==> src/rtl/dfp_burst_adapter_pkg.sv <==
// rtl/dfp_burst_adapter_pkg.sv - shared types and default geometry for the DFP burst adapter
package dfp_burst_adapter_pkg;

    localparam int LINE_WIDTH_DEF   = 256;
    localparam int BEAT_WIDTH_DEF   = 64;
    localparam int ADDR_WIDTH_DEF   = 32;
    localparam int BURST_BEATS      = LINE_WIDTH_DEF / BEAT_WIDTH_DEF;
    localparam int LINE_OFFSET_BITS = $clog2(LINE_WIDTH_DEF / 8);

    typedef enum logic [2:0] {
        AD_IDLE,
        AD_RD_REQ,
        AD_RD_BURST,
        AD_WR_BURST,
        AD_RESP
    } adapter_state_t;

endpackage

==> src/rtl/dfp_burst_adapter_if.sv <==
// rtl/dfp_burst_adapter_if.sv - line-request bus (dcache side) and burst bus (memory side)
interface dfp_line_if #(
    parameter int LINE_WIDTH = 256,
    parameter int ADDR_WIDTH = 32
);
    logic [ADDR_WIDTH-1:0] dfp_addr;
    logic                  dfp_read;
    logic                  dfp_write;
    logic [LINE_WIDTH-1:0] dfp_wdata;
    logic [LINE_WIDTH-1:0] dfp_rdata;
    logic                  dfp_resp;

    modport master (output dfp_addr, dfp_read, dfp_write, dfp_wdata,
                    input  dfp_rdata, dfp_resp);
    modport slave  (input  dfp_addr, dfp_read, dfp_write, dfp_wdata,
                    output dfp_rdata, dfp_resp);
endinterface

interface bmem_burst_if #(
    parameter int ADDR_WIDTH = 32,
    parameter int BEAT_WIDTH = 64
);
    logic [ADDR_WIDTH-1:0] bmem_addr;
    logic                  bmem_read;
    logic                  bmem_write;
    logic [BEAT_WIDTH-1:0] bmem_wdata;
    logic                  bmem_ready;
    logic [BEAT_WIDTH-1:0] bmem_rdata;
    logic                  bmem_rvalid;

    modport master (output bmem_addr, bmem_read, bmem_write, bmem_wdata,
                    input  bmem_ready, bmem_rdata, bmem_rvalid);
    modport slave  (input  bmem_addr, bmem_read, bmem_write, bmem_wdata,
                    output bmem_ready, bmem_rdata, bmem_rvalid);
endinterface

==> src/rtl/dfp_burst_adapter_line_deserializer.sv <==
// rtl/dfp_burst_adapter_line_deserializer.sv - line buffer with beat counter, beat write-in and beat select-out
module line_deserializer #(
    parameter int LINE_WIDTH = 256,
    parameter int BEAT_WIDTH = 64
) (
    input  logic                  clk,
    input  logic                  rst,
    input  logic                  load_i,
    input  logic [LINE_WIDTH-1:0] line_i,
    input  logic                  beat_we_i,
    input  logic [BEAT_WIDTH-1:0] beat_i,
    input  logic                  adv_i,
    input  logic                  clr_i,
    output logic [LINE_WIDTH-1:0] line_nxt_o,
    output logic [BEAT_WIDTH-1:0] beat_o,
    output logic                  last_o
);
    localparam int BEATS = LINE_WIDTH / BEAT_WIDTH;
    localparam int CW    = $clog2(BEATS);

    logic [BEATS-1:0][BEAT_WIDTH-1:0] line_q, line_d;
    logic [CW-1:0]                    beat_cnt_q, beat_cnt_d;

    always_comb begin
        line_d = line_q;
        if (load_i) begin
            line_d = line_i;
        end else if (beat_we_i) begin
            line_d[beat_cnt_q] = beat_i;
        end
    end

    // The counter is exactly log2(BEATS) wide so it wraps to 0 after the last beat.
    always_comb begin
        beat_cnt_d = beat_cnt_q;
        if (clr_i) begin
            beat_cnt_d = '0;
        end else if (beat_we_i || adv_i) begin
            beat_cnt_d = beat_cnt_q + 1'b1;
        end
    end

    always_ff @(posedge clk) begin
        if (rst) begin
            line_q     <= '0;
            beat_cnt_q <= '0;
        end else begin
            line_q     <= line_d;
            beat_cnt_q <= beat_cnt_d;
        end
    end

    assign line_nxt_o = line_d;
    assign beat_o     = line_q[beat_cnt_q];
    assign last_o     = (beat_cnt_q == CW'(BEATS - 1));

endmodule

==> src/rtl/dfp_burst_adapter.sv <==
// rtl/dfp_burst_adapter.sv - converts whole-line dcache requests into fixed-length memory bursts
module dfp_burst_adapter
    import dfp_burst_adapter_pkg::*;
#(
    parameter int LINE_WIDTH = LINE_WIDTH_DEF,
    parameter int BEAT_WIDTH = BEAT_WIDTH_DEF,
    parameter int ADDR_WIDTH = ADDR_WIDTH_DEF
) (
    input  logic          clk,
    input  logic          rst,
    dfp_line_if.slave     dfp,
    bmem_burst_if.master  bmem
);
    localparam int OFFS = $clog2(LINE_WIDTH / 8);

    adapter_state_t        state_q;
    logic [ADDR_WIDTH-1:0] bmem_addr_q;
    logic                  bmem_read_q;
    logic                  bmem_write_q;
    logic                  dfp_resp_q;
    logic [LINE_WIDTH-1:0] dfp_rdata_q;

    logic                  load;
    logic                  beat_we;
    logic                  adv;
    logic                  clr;
    logic [LINE_WIDTH-1:0] line_nxt;
    logic [BEAT_WIDTH-1:0] beat_out;
    logic                  last_beat;
    logic [ADDR_WIDTH-1:0] aligned_addr;

    assign aligned_addr = {dfp.dfp_addr[ADDR_WIDTH-1:OFFS], {OFFS{1'b0}}};

    assign load    = (state_q == AD_IDLE) && dfp.dfp_write;
    assign beat_we = (state_q == AD_RD_BURST) && bmem.bmem_rvalid;
    assign adv     = (state_q == AD_WR_BURST) && bmem.bmem_ready;
    assign clr     = (state_q == AD_RD_REQ) || (state_q == AD_RESP);

    line_deserializer #(
        .LINE_WIDTH (LINE_WIDTH),
        .BEAT_WIDTH (BEAT_WIDTH)
    ) u_line (
        .clk        (clk),
        .rst        (rst),
        .load_i     (load),
        .line_i     (dfp.dfp_wdata),
        .beat_we_i  (beat_we),
        .beat_i     (bmem.bmem_rdata),
        .adv_i      (adv),
        .clr_i      (clr),
        .line_nxt_o (line_nxt),
        .beat_o     (beat_out),
        .last_o     (last_beat)
    );

    // Requests are only sampled in IDLE, so a dropped request never aborts a burst.
    always_ff @(posedge clk) begin
        if (rst) begin
            state_q      <= AD_IDLE;
            bmem_addr_q  <= '0;
            bmem_read_q  <= 1'b0;
            bmem_write_q <= 1'b0;
            dfp_resp_q   <= 1'b0;
            dfp_rdata_q  <= '0;
        end else begin
            case (state_q)
                AD_IDLE: begin
                    if (dfp.dfp_write) begin
                        bmem_addr_q  <= aligned_addr;
                        bmem_write_q <= 1'b1;
                        state_q      <= AD_WR_BURST;
                    end else if (dfp.dfp_read) begin
                        bmem_addr_q <= aligned_addr;
                        bmem_read_q <= 1'b1;
                        state_q     <= AD_RD_REQ;
                    end
                end
                AD_RD_REQ: begin
                    if (bmem.bmem_ready) begin
                        bmem_read_q <= 1'b0;
                        state_q     <= AD_RD_BURST;
                    end
                end
                AD_RD_BURST: begin
                    // Capture includes the final beat arriving this cycle.
                    if (bmem.bmem_rvalid && last_beat) begin
                        dfp_rdata_q <= line_nxt;
                        dfp_resp_q  <= 1'b1;
                        state_q     <= AD_RESP;
                    end
                end
                AD_WR_BURST: begin
                    if (bmem.bmem_ready && last_beat) begin
                        bmem_write_q <= 1'b0;
                        dfp_resp_q   <= 1'b1;
                        state_q      <= AD_RESP;
                    end
                end
                AD_RESP: begin
                    dfp_resp_q <= 1'b0;
                    state_q    <= AD_IDLE;
                end
                default: begin
                    bmem_read_q  <= 1'b0;
                    bmem_write_q <= 1'b0;
                    dfp_resp_q   <= 1'b0;
                    state_q      <= AD_IDLE;
                end
            endcase
        end
    end

    assign bmem.bmem_addr  = bmem_addr_q;
    assign bmem.bmem_read  = bmem_read_q;
    assign bmem.bmem_write = bmem_write_q;
    assign bmem.bmem_wdata = (state_q == AD_WR_BURST) ? beat_out : '0;
    assign dfp.dfp_resp    = dfp_resp_q;
    assign dfp.dfp_rdata   = dfp_rdata_q;

endmodule

==> src/flat_wrapper.sv <==
// flat-port wrapper written by rule: the top's interface ports become plain ports
module dfp_burst_adapter_flat import dfp_burst_adapter_pkg::*;
#(
    parameter int LINE_WIDTH = LINE_WIDTH_DEF,
    parameter int BEAT_WIDTH = BEAT_WIDTH_DEF,
    parameter int ADDR_WIDTH = ADDR_WIDTH_DEF
)
  (clk, rst, dfp_dfp_addr, dfp_dfp_read, dfp_dfp_write, dfp_dfp_wdata, dfp_dfp_rdata, dfp_dfp_resp, bmem_bmem_addr, bmem_bmem_read, bmem_bmem_write, bmem_bmem_wdata, bmem_bmem_ready, bmem_bmem_rdata, bmem_bmem_rvalid);
  dfp_line_if #(.LINE_WIDTH(LINE_WIDTH), .ADDR_WIDTH(ADDR_WIDTH)) dfp_i ();
  bmem_burst_if #(.ADDR_WIDTH(ADDR_WIDTH), .BEAT_WIDTH(BEAT_WIDTH)) bmem_i ();
  input  logic clk;
  input  logic rst;
  input wire logic [$bits(dfp_i.dfp_addr)-1:0] dfp_dfp_addr;
  input wire logic [$bits(dfp_i.dfp_read)-1:0] dfp_dfp_read;
  input wire logic [$bits(dfp_i.dfp_write)-1:0] dfp_dfp_write;
  input wire logic [$bits(dfp_i.dfp_wdata)-1:0] dfp_dfp_wdata;
  output wire logic [$bits(dfp_i.dfp_rdata)-1:0] dfp_dfp_rdata;
  output wire logic [$bits(dfp_i.dfp_resp)-1:0] dfp_dfp_resp;
  output wire logic [$bits(bmem_i.bmem_addr)-1:0] bmem_bmem_addr;
  output wire logic [$bits(bmem_i.bmem_read)-1:0] bmem_bmem_read;
  output wire logic [$bits(bmem_i.bmem_write)-1:0] bmem_bmem_write;
  output wire logic [$bits(bmem_i.bmem_wdata)-1:0] bmem_bmem_wdata;
  input wire logic [$bits(bmem_i.bmem_ready)-1:0] bmem_bmem_ready;
  input wire logic [$bits(bmem_i.bmem_rdata)-1:0] bmem_bmem_rdata;
  input wire logic [$bits(bmem_i.bmem_rvalid)-1:0] bmem_bmem_rvalid;
  assign dfp_i.dfp_addr = dfp_dfp_addr;
  assign dfp_i.dfp_read = dfp_dfp_read;
  assign dfp_i.dfp_write = dfp_dfp_write;
  assign dfp_i.dfp_wdata = dfp_dfp_wdata;
  assign dfp_dfp_rdata = dfp_i.dfp_rdata;
  assign dfp_dfp_resp = dfp_i.dfp_resp;
  assign bmem_bmem_addr = bmem_i.bmem_addr;
  assign bmem_bmem_read = bmem_i.bmem_read;
  assign bmem_bmem_write = bmem_i.bmem_write;
  assign bmem_bmem_wdata = bmem_i.bmem_wdata;
  assign bmem_i.bmem_ready = bmem_bmem_ready;
  assign bmem_i.bmem_rdata = bmem_bmem_rdata;
  assign bmem_i.bmem_rvalid = bmem_bmem_rvalid;
  dfp_burst_adapter #(.LINE_WIDTH(LINE_WIDTH), .BEAT_WIDTH(BEAT_WIDTH), .ADDR_WIDTH(ADDR_WIDTH)) u_core (.clk(clk), .rst(rst), .dfp(dfp_i), .bmem(bmem_i));
endmodule
==> config.mk <==
export PLATFORM = sky130hd
export DESIGN_NAME = dfp_burst_adapter_flat
export DESIGN_NICKNAME = d
export VERILOG_FILES = /design/src/rtl/dfp_burst_adapter_pkg.sv /design/src/rtl/dfp_burst_adapter_if.sv /design/src/rtl/dfp_burst_adapter_line_deserializer.sv /design/src/rtl/dfp_burst_adapter.sv /design/src/flat_wrapper.sv
export SDC_FILE = /design/constraint.sdc
export NUM_CORES = 1
export LEC_CHECK = 0
export ABC_CLOCK_PERIOD_IN_PS = 3400
export CORE_AREA = 5 5 271 273
export DETAILED_ROUTE_END_ITERATION = 8
export DIE_AREA = 0 0 276 278
export PLACE_DENSITY = 0.65
export RECOVER_POWER = 25
export SYNTH_ARGS = -nofsm -noshare
export SYNTH_HDL_FRONTEND = slang
export SYNTH_SLANG_ARGS = --single-unit
==> constraint.sdc <==
create_clock -name clk -period 3.4 [get_ports clk]
set_clock_uncertainty 0.15 [all_clocks]
set_input_delay 0.68 -clock clk [delete_from_list [all_inputs] [get_ports clk]]
set_output_delay 0.68 -clock clk [all_outputs]
set_load 0.01 [all_outputs]
# Word-level counts from Yosys, hierarchy flattened
# Cells that the tools add are included.
[totals]
input_bits = 358
word_cells = 75
reg_bits = 552
out_inout_bits = 355
[classes]
order_cmp = 2
addsub = 1
bitwise = 3
n_reduce_logical = 20
n_eq_ne = 12
mux = 26
[op_table]
columns = ["op", "count"]
rows = [
  ["two-way mux 256 bit", 2],
  ["bitwise mux 256 bit", 1],
  ["two-way mux 64 bit", 3],
  ["binary-select mux 64 bit (select 2 bit)", 1],
  ["demux 64 bit (select 2 bit)", 1],
  ["two-way mux 32 bit", 2],
  ["two-way mux 3 bit", 5],
  ["one-hot mux 3 bit (4 select lines)", 1],
  ["!= test 2 bit (second input constant)", 5],
  ["one-hot mux 1 bit (3 select lines)", 3],
  ["AND reduction 4 bit", 2],
  ["two-way mux 1 bit", 7],
  ["equality test 3 x 2 -> 1 bit (second input constant)", 2],
  ["logical AND 1 bit", 6],
  ["AND reduction 3 bit", 2],
  ["OR reduction 3 bit", 2],
  ["AND reduction 2 bit", 2],
  ["OR reduction 2 bit", 2],
  ["equality test 3 x 1 -> 1 bit (second input constant)", 1],
  ["equality test 3 bit (second input constant)", 1],
  ["zero test 3 bit", 1],
  ["less-than comparator 2 x 3 -> 1 bit (second input constant)", 1],
  ["!= test 3 bit (second input constant)", 1],
  ["NOT 1 bit", 3],
  ["6 further kinds", 7],
]

# Depth between registers and ports, before layout
[depth]
depth_word = 7
ltp_mapped = 10
mapped_depth_nobuf = 6

# Cells and area by module
# Synthesis repeated with hierarchy kept, for this count alone.
[hier_totals]
hier_cells = 2993
area_unflattened_um2 = 30334.1
[modules_own_cells]
columns = ["mod", "instances", "area_per_inst_um2", "seq_area_each_um2", "cells_each"]
rows = [
  ["line_deserializer", 1, 16656.0, 5165.0, 1646],
  ["dfp_burst_adapter", 1, 13678.1, 5785.5, 1347],
]

# Worst setup path before layout
# OpenSTA, ideal clock, no wires.
[synth_path]
kind = "register to register"
from = "register u_core.u_line.beat_cnt_q[0]"
to = "register u_core.dfp_rdata_q[191] (netlist: u_core.dfp.dfp_rdata[191])"
synth_period_minus_slack_ns = 2.515
t_arrival_ns = 2.295
setup_slack_ns = 0.885
required_ns = 3.180
stages_incl_launch_ff = 11
path_buffers = 5
setup_ns = 0.070
path_cell_list = "dfxtp_1 > buf_2 > buf_2 > inv_1 > ha_1 > buf_2 > inv_1 > clkbuf_1 > clkbuf_1 > o221ai_1 > a21oi_1"
[synth_via]
elab_chain_cells = 7
elab_cells_between_ends = 11
cone_classes = "order compare (2); eq/ne (1); mux (5); reduce/logical (3)"
[synth_rtl]
columns = ["element", "line_no", "text"]
rows = [
  ["start, declared", "dfp_burst_adapter_line_deserializer.sv:22", "logic [CW-1:0] beat_cnt_q, beat_cnt_d;"],
  ["start signal, assigned", "dfp_burst_adapter_line_deserializer.sv:49", "beat_cnt_q <= beat_cnt_d;"],
  ["less-than comparator 2 x 3 -> 1 bit (not written as such) / greater-or-equal comparator 2 x 1 -> 1 bit (equally long branches)", "dfp_burst_adapter_line_deserializer.sv:29", "line_d[beat_cnt_q] = beat_i;"],
  ["logical AND 1 bit (not written as such)", "dfp_burst_adapter_line_deserializer.sv:29", ""],
  ["two-way mux 64 bit (not written as such)", "dfp_burst_adapter_line_deserializer.sv:29", ""],
  ["demux 64 bit (select 2 bit)", "dfp_burst_adapter_line_deserializer.sv:29", ""],
  ["bitwise mux 256 bit", "dfp_burst_adapter_line_deserializer.sv:29", ""],
  ["two-way mux 256 bit", "dfp_burst_adapter_line_deserializer.sv:28", "end else if (beat_we_i) begin"],
  ["two-way mux 256 bit", "dfp_burst_adapter_line_deserializer.sv:26", "if (load_i) begin"],
  ["end signal, assigned", "dfp_burst_adapter.sv:87", "dfp_rdata_q <= line_nxt;"],
  ["end, declared", "dfp_burst_adapter.sv:21", "logic [LINE_WIDTH-1:0] dfp_rdata_q;"],
]
# Several ways; a longest one is shown, not always the timed one.
# A chain may end at the register's enable or synchronous reset.

# Worst setup path after layout
[layout_path]
from = "register u_core.u_line.beat_cnt_q[0]"
to = "output port bmem_bmem_wdata[7]"
[layout_via]
elab_chain_cells = 3
[layout_rtl]
columns = ["element", "line_no", "text"]
rows = [
  ["binary-select mux 64 bit (select 2 bit)", "dfp_burst_adapter_line_deserializer.sv:54", "assign beat_o = line_q[beat_cnt_q];"],
  ["two-way mux 64 bit (not written as such)", "dfp_burst_adapter_line_deserializer.sv:54", ""],
  ["two-way mux 64 bit", "dfp_burst_adapter.sv:116", "assign bmem.bmem_wdata = (state_q == AD_WR_BURST) ? beat_out : '0;"],
  ["end, declared", "flat_wrapper.sv:22", "output wire logic [$bits(bmem_i.bmem_wdata)-1:0] bmem_bmem_wdata;"],
]
# Every way passes these cells. The select of a mux whose other input is x is not followed.

==> impl_metrics.prom <==
# TYPE chip_impl_metric gauge
chip_impl_metric{name="first_global_vias",unit=""} 23600
chip_impl_metric{name="worst_hold_slack",unit="ns"} 0.291
chip_impl_metric{name="grt_start_max_net_pins",unit=""} 102
chip_impl_metric{name="worst-r2r-cell-count",unit=""} 6
chip_impl_metric{name="synth_sequential_area_ratio",unit="%"} 42.8
chip_impl_metric{name="timing.slew.headroom",unit="%"} 1.56
chip_impl_info{name="commonest_non_fill_non_tap_cell_in_the_layout",value="nand2_1"} 1
chip_impl_metric{name="postRouteWirelength",unit="µm"} 108000
chip_impl_metric{name="cts_hold_buffers",unit=""} 0
chip_impl_metric{name="maxCapViolations",unit=""} 0
chip_impl_metric{name="yosys.area_share.simple",unit="%"} 17.7
chip_impl_metric{name="r2r_slack",unit="ns"} 0.27
chip_impl_metric{name="layout-drive-gt1-share",unit="%"} 13.8
chip_impl_metric{name="synthMuxAreaShare",unit="%"} 9.94
chip_impl_metric{name="max-vdd-ir-drop",unit="mV"} 0.318
chip_impl_metric{name="wl_per_cell",unit="µm"} 24.6
chip_impl_metric{name="first_pass_grt_wire_length",unit="µm"} 159000
chip_impl_metric{name="die_w",unit="µm"} 276
chip_impl_info{name="crit_path_start_kind",value="register"} 1
chip_impl_info{name="tritoncts",value="yes"} 1
chip_impl_metric{name="maxClockFrequency",unit="MHz"} 293
chip_impl_metric{name="clock_latency",unit="ns"} 0.59
chip_impl_metric{name="syn_avg_cell_area",unit="µm²"} 9.14
chip_impl_metric{name="finalHoldViolations",unit=""} 0
chip_impl_info{name="holdPathEnd",value="u_core.bmem.bmem_addr[12]"} 1
chip_impl_info{name="cts_root_buf",value="clkbuf_16"} 1
chip_impl_metric{name="pin_count",unit=""} 713
chip_impl_metric{name="synth.ff_latch_count",unit=""} 547
chip_impl_metric{name="post_synth_xor_area_fraction",unit="%"} 0.0685
chip_impl_metric{name="power.clock.fraction",unit="%"} 41.5
chip_impl_metric{name="die_ar",unit="µm²"} 76700
chip_impl_metric{name="via_count",unit=""} 24400
chip_impl_metric{name="tightestPinTransition",unit="ns"} 1.48
chip_impl_metric{name="power.net_switching",unit="mW"} 4.53
chip_impl_info{name="yosys-top-cells-area",value="dfxtp_1 43%, a311oi_2 12%, nand2_1 9.8%"} 1
chip_impl_metric{name="grtUsageTotal",unit="%"} 26.6
chip_impl_metric{name="pwr-share-seq",unit="%"} 42.7
chip_impl_metric{name="placement_rows",unit=""} 98
chip_impl_metric{name="gr-total-overflow",unit=""} 0
chip_impl_metric{name="number_of_cells_traversed_by_the_worst_hold_path",unit=""} 2
chip_impl_metric{name="ant_nets",unit=""} 0
chip_impl_metric{name="synthAdderAreaFrac",unit="%"} 0.196
chip_impl_info{name="min-delay-path-class",value="input pin to register"} 1
chip_impl_metric{name="synth-compound-area-share",unit="%"} 23.6
chip_impl_metric{name="power_switching_share",unit="%"} 27.5
chip_impl_metric{name="yosysUniqueCellTypes",unit=""} 38
chip_impl_info{name="min_delay_startpoint",value="rst"} 1
chip_impl_metric{name="cts.htree.levels",unit=""} 3
chip_impl_metric{name="detailedRoute.firstPassIterationCount",unit=""} 5
chip_impl_metric{name="power.static_leakage",unit="nW"} 12.4
chip_impl_info{name="status",value="finished, violations left"} 1
chip_impl_info{name="grt_setup_unrepaired",value="yes"} 1
chip_impl_metric{name="layout_setup_ws",unit="ns"} -0.00920
chip_impl_metric{name="timing.final.setup_violations",unit=""} 2
chip_impl_info{name="worstReg2RegEnd",value="u_core.u_line.line_q[210]"} 1
chip_impl_info{name="timing.critical_path.to_type",value="output port"} 1
chip_impl_metric{name="antenna_found_initial",unit=""} 30
chip_impl_metric{name="power.combinational.fraction",unit="%"} 15.8
chip_impl_metric{name="areaGrowthSynthToFinish",unit="%"} 39.9
chip_impl_metric{name="synthesis.yosys.warnings",unit=""} 0
chip_impl_metric{name="cts_inserted_buffers",unit=""} 66
chip_impl_info{name="layout.cells.most_common_list",value="667 x nand2_1, 545 x dfxtp_1, 532 x clkdlybuf4s50_1, 393 x nor2_1, 208 x a311oi_2"} 1
chip_impl_metric{name="port_buffers",unit=""} 702
chip_impl_metric{name="p_total",unit="mW"} 16.5
chip_impl_info{name="synth_top_family_by_area",value="compound AO/OA/AOI/OAI gates"} 1
chip_impl_info{name="r2r-start",value="u_core.u_line.beat_cnt_q[1]"} 1
chip_impl_info{name="criticalPathCategory",value="register to output port"} 1
chip_impl_metric{name="post_synth_instance_area",unit="µm²"} 25600
chip_impl_metric{name="worstPathRequired",unit="ns"} 2.57
chip_impl_metric{name="cell_internal_power_dissipation",unit="mW"} 12.0
chip_impl_metric{name="cts.sink_count",unit=""} 547
chip_impl_metric{name="num-nets-final",unit=""} 3746
chip_impl_metric{name="fp.coreArea",unit="µm²"} 70900
chip_impl_metric{name="synth_cells",unit=""} 2800
chip_impl_metric{name="finalMaxSlewViolations",unit=""} 0
chip_impl_metric{name="post_dp_cell_area",unit="µm²"} 33600
chip_impl_metric{name="floorplan.die.height",unit="µm"} 278
chip_impl_metric{name="clk_pin_slew_worst_paths",unit="ns"} 0.06
chip_impl_metric{name="layout_worst_path_cycle_share",unit="%"} 100
chip_impl_metric{name="detailedPlacementHpwl",unit="µm"} 73400
chip_impl_info{name="violations",value="setup timing"} 1
chip_impl_metric{name="final_wtd_congestion",unit=""} 0.879
chip_impl_metric{name="yosysTopAreaCellShare",unit="%"} 42.8
chip_impl_info{name="synth.largest_area_cell",value="dfxtp_1"} 1
chip_impl_metric{name="remaining_drc_errors",unit=""} 0
chip_impl_metric{name="power_density",unit="nW/µm²"} 460
chip_impl_metric{name="finish.instance_area",unit="µm²"} 35800
chip_impl_metric{name="initial_utilization",unit="%"} 36.1
chip_impl_metric{name="arrival",unit="ns"} 2.58
chip_impl_metric{name="crit_path_max_fanout",unit=""} 17
chip_impl_metric{name="drt-vias-per-instance",unit=""} 5.53
chip_impl_metric{name="drt-initial-drc-count",unit=""} 2175
chip_impl_metric{name="clock_path_buffers",unit=""} 3
chip_impl_metric{name="min_period",unit="ns"} 3.41
## flip-flops by register name (all words and copies together), names as in the netlist
| name | cells |
|---|---|
| u_core.dfp.dfp_rdata | 256 |
| u_core.u_line.line_q | 256 |
| u_core.u_line.beat_cnt_q | 2 |
| u_core.state_q | 3 |
| u_core.bmem.bmem_read | 1 |
| u_core.bmem.bmem_write | 1 |
| u_core.bmem.bmem_addr | 27 |
| u_core.dfp.dfp_resp | 1 |
## per-stage QoR
stage	utilization, %	instances	worst slack (ns)	setup TNS (ns)
6_report	50.5	4408	-0.00920	-0.0184
5_1_grt	50.5	4406	-0.0777	-1.01
4_1_cts	50.4	4376	-0.0726	-0.946
3_5_place_dp	47.4	4261	0.195	0
3_3_place_gp	47.4	4261	0.245	0
2_1_floorplan	-	2804	0.885	0
## power by group through the flow
stage / clock [mW] / combinational, mW / sequential (mW)
detailed placement: 0 / 2.59 / 7.16
floorplan: 0 / 1.54 / 7.07
global route: 7.20 / 2.79 / 7.06
CTS: 6.95 / 2.61 / 7.02
global placement: 0 / 2.57 / 7.15
finish: 6.84 / 2.61 / 7.03
## critical path, stage by stage (launching register included)
cell and delay, ns:
dfxtp_4 0.42, bufbuf_16 0.38, mux4_2 0.52, nor2b_1 0.16, clkdlybuf4s50_1 0.50
## layer usage
metal | up-vias | global-route usage (%) | part of all wire, %
met3 | 234 | 5.47 | 7.3
met1 | 11800 | 33.9 | 41
li1 | 11200 | - | -
met4 | 4 | 13.1 | 4.5
met2 | 1096 | 43.4 | 48
met5 | - | 0 | 0.025
## cell type report
type | count | area, µm²
diodes | 28 | 70.1
clock buffers | 99 | 1950
clock inverters | 15 | 104
fillers | 6688 | 35100
inverters | 9 | 33.8
multi-input cells | 1970 | 13300
flip-flops and latches | 547 | 11000
well taps | 950 | 1190
repair buffers | 790 | 8200
## what timing repair did
action / CTS / global route
cloned: 1 / 0
gates resized for setup: 4 / 0
setup endpoints to repair: 28 / 27
buffers inserted: 0 / 4
## worst max path at each step
stage                                 from                        end  slack [ns]  depth (start not counted)
2_1_floorplan  u_core.u_line.beat_cnt_q[0]  u_core.dfp.dfp_rdata[191]        0.88                         10
3_3_place_gp                 dfp_dfp_write  u_core.u_line.line_q[239]        0.25                          6
3_5_place_dp                 dfp_dfp_write  u_core.u_line.line_q[240]        0.19                          6
4_1_cts        u_core.u_line.beat_cnt_q[0]         bmem_bmem_wdata[7]       -0.07                          4
5_1_grt        u_core.u_line.beat_cnt_q[0]        bmem_bmem_wdata[14]       -0.08                          4
6_report       u_core.u_line.beat_cnt_q[0]         bmem_bmem_wdata[7]      -0.009                          4
## kinds of logic after synthesis
logic type	after synthesis
compound gates	636
xor+xnor	2
fa+ha+maj	4
buf+inv	287
flops	547
mux	174
other cells	1
simple gates	1149
## synthesized netlist by cell type (all sizes together)
library cell	number
nand2	671
dfxtp	547
nor2	393
a311oi	230
a21oi	178
buf	148
clkbuf	130
o221ai	111
mux2i	110
a211oi	109
nor2b	66
mux4	64
inv	8
nor3	5
and2	4
ha	4
nand3	4
o21ai	4
xnor2	2
a2111oi	1
a31oi	1
a32oi	1
and3	1
and4bb	1
clkinv	1
conb	1
nand2b	1
nand3b	1
nand4	1
o22ai	1
or3	1
(Power assumes the default switching activity.)
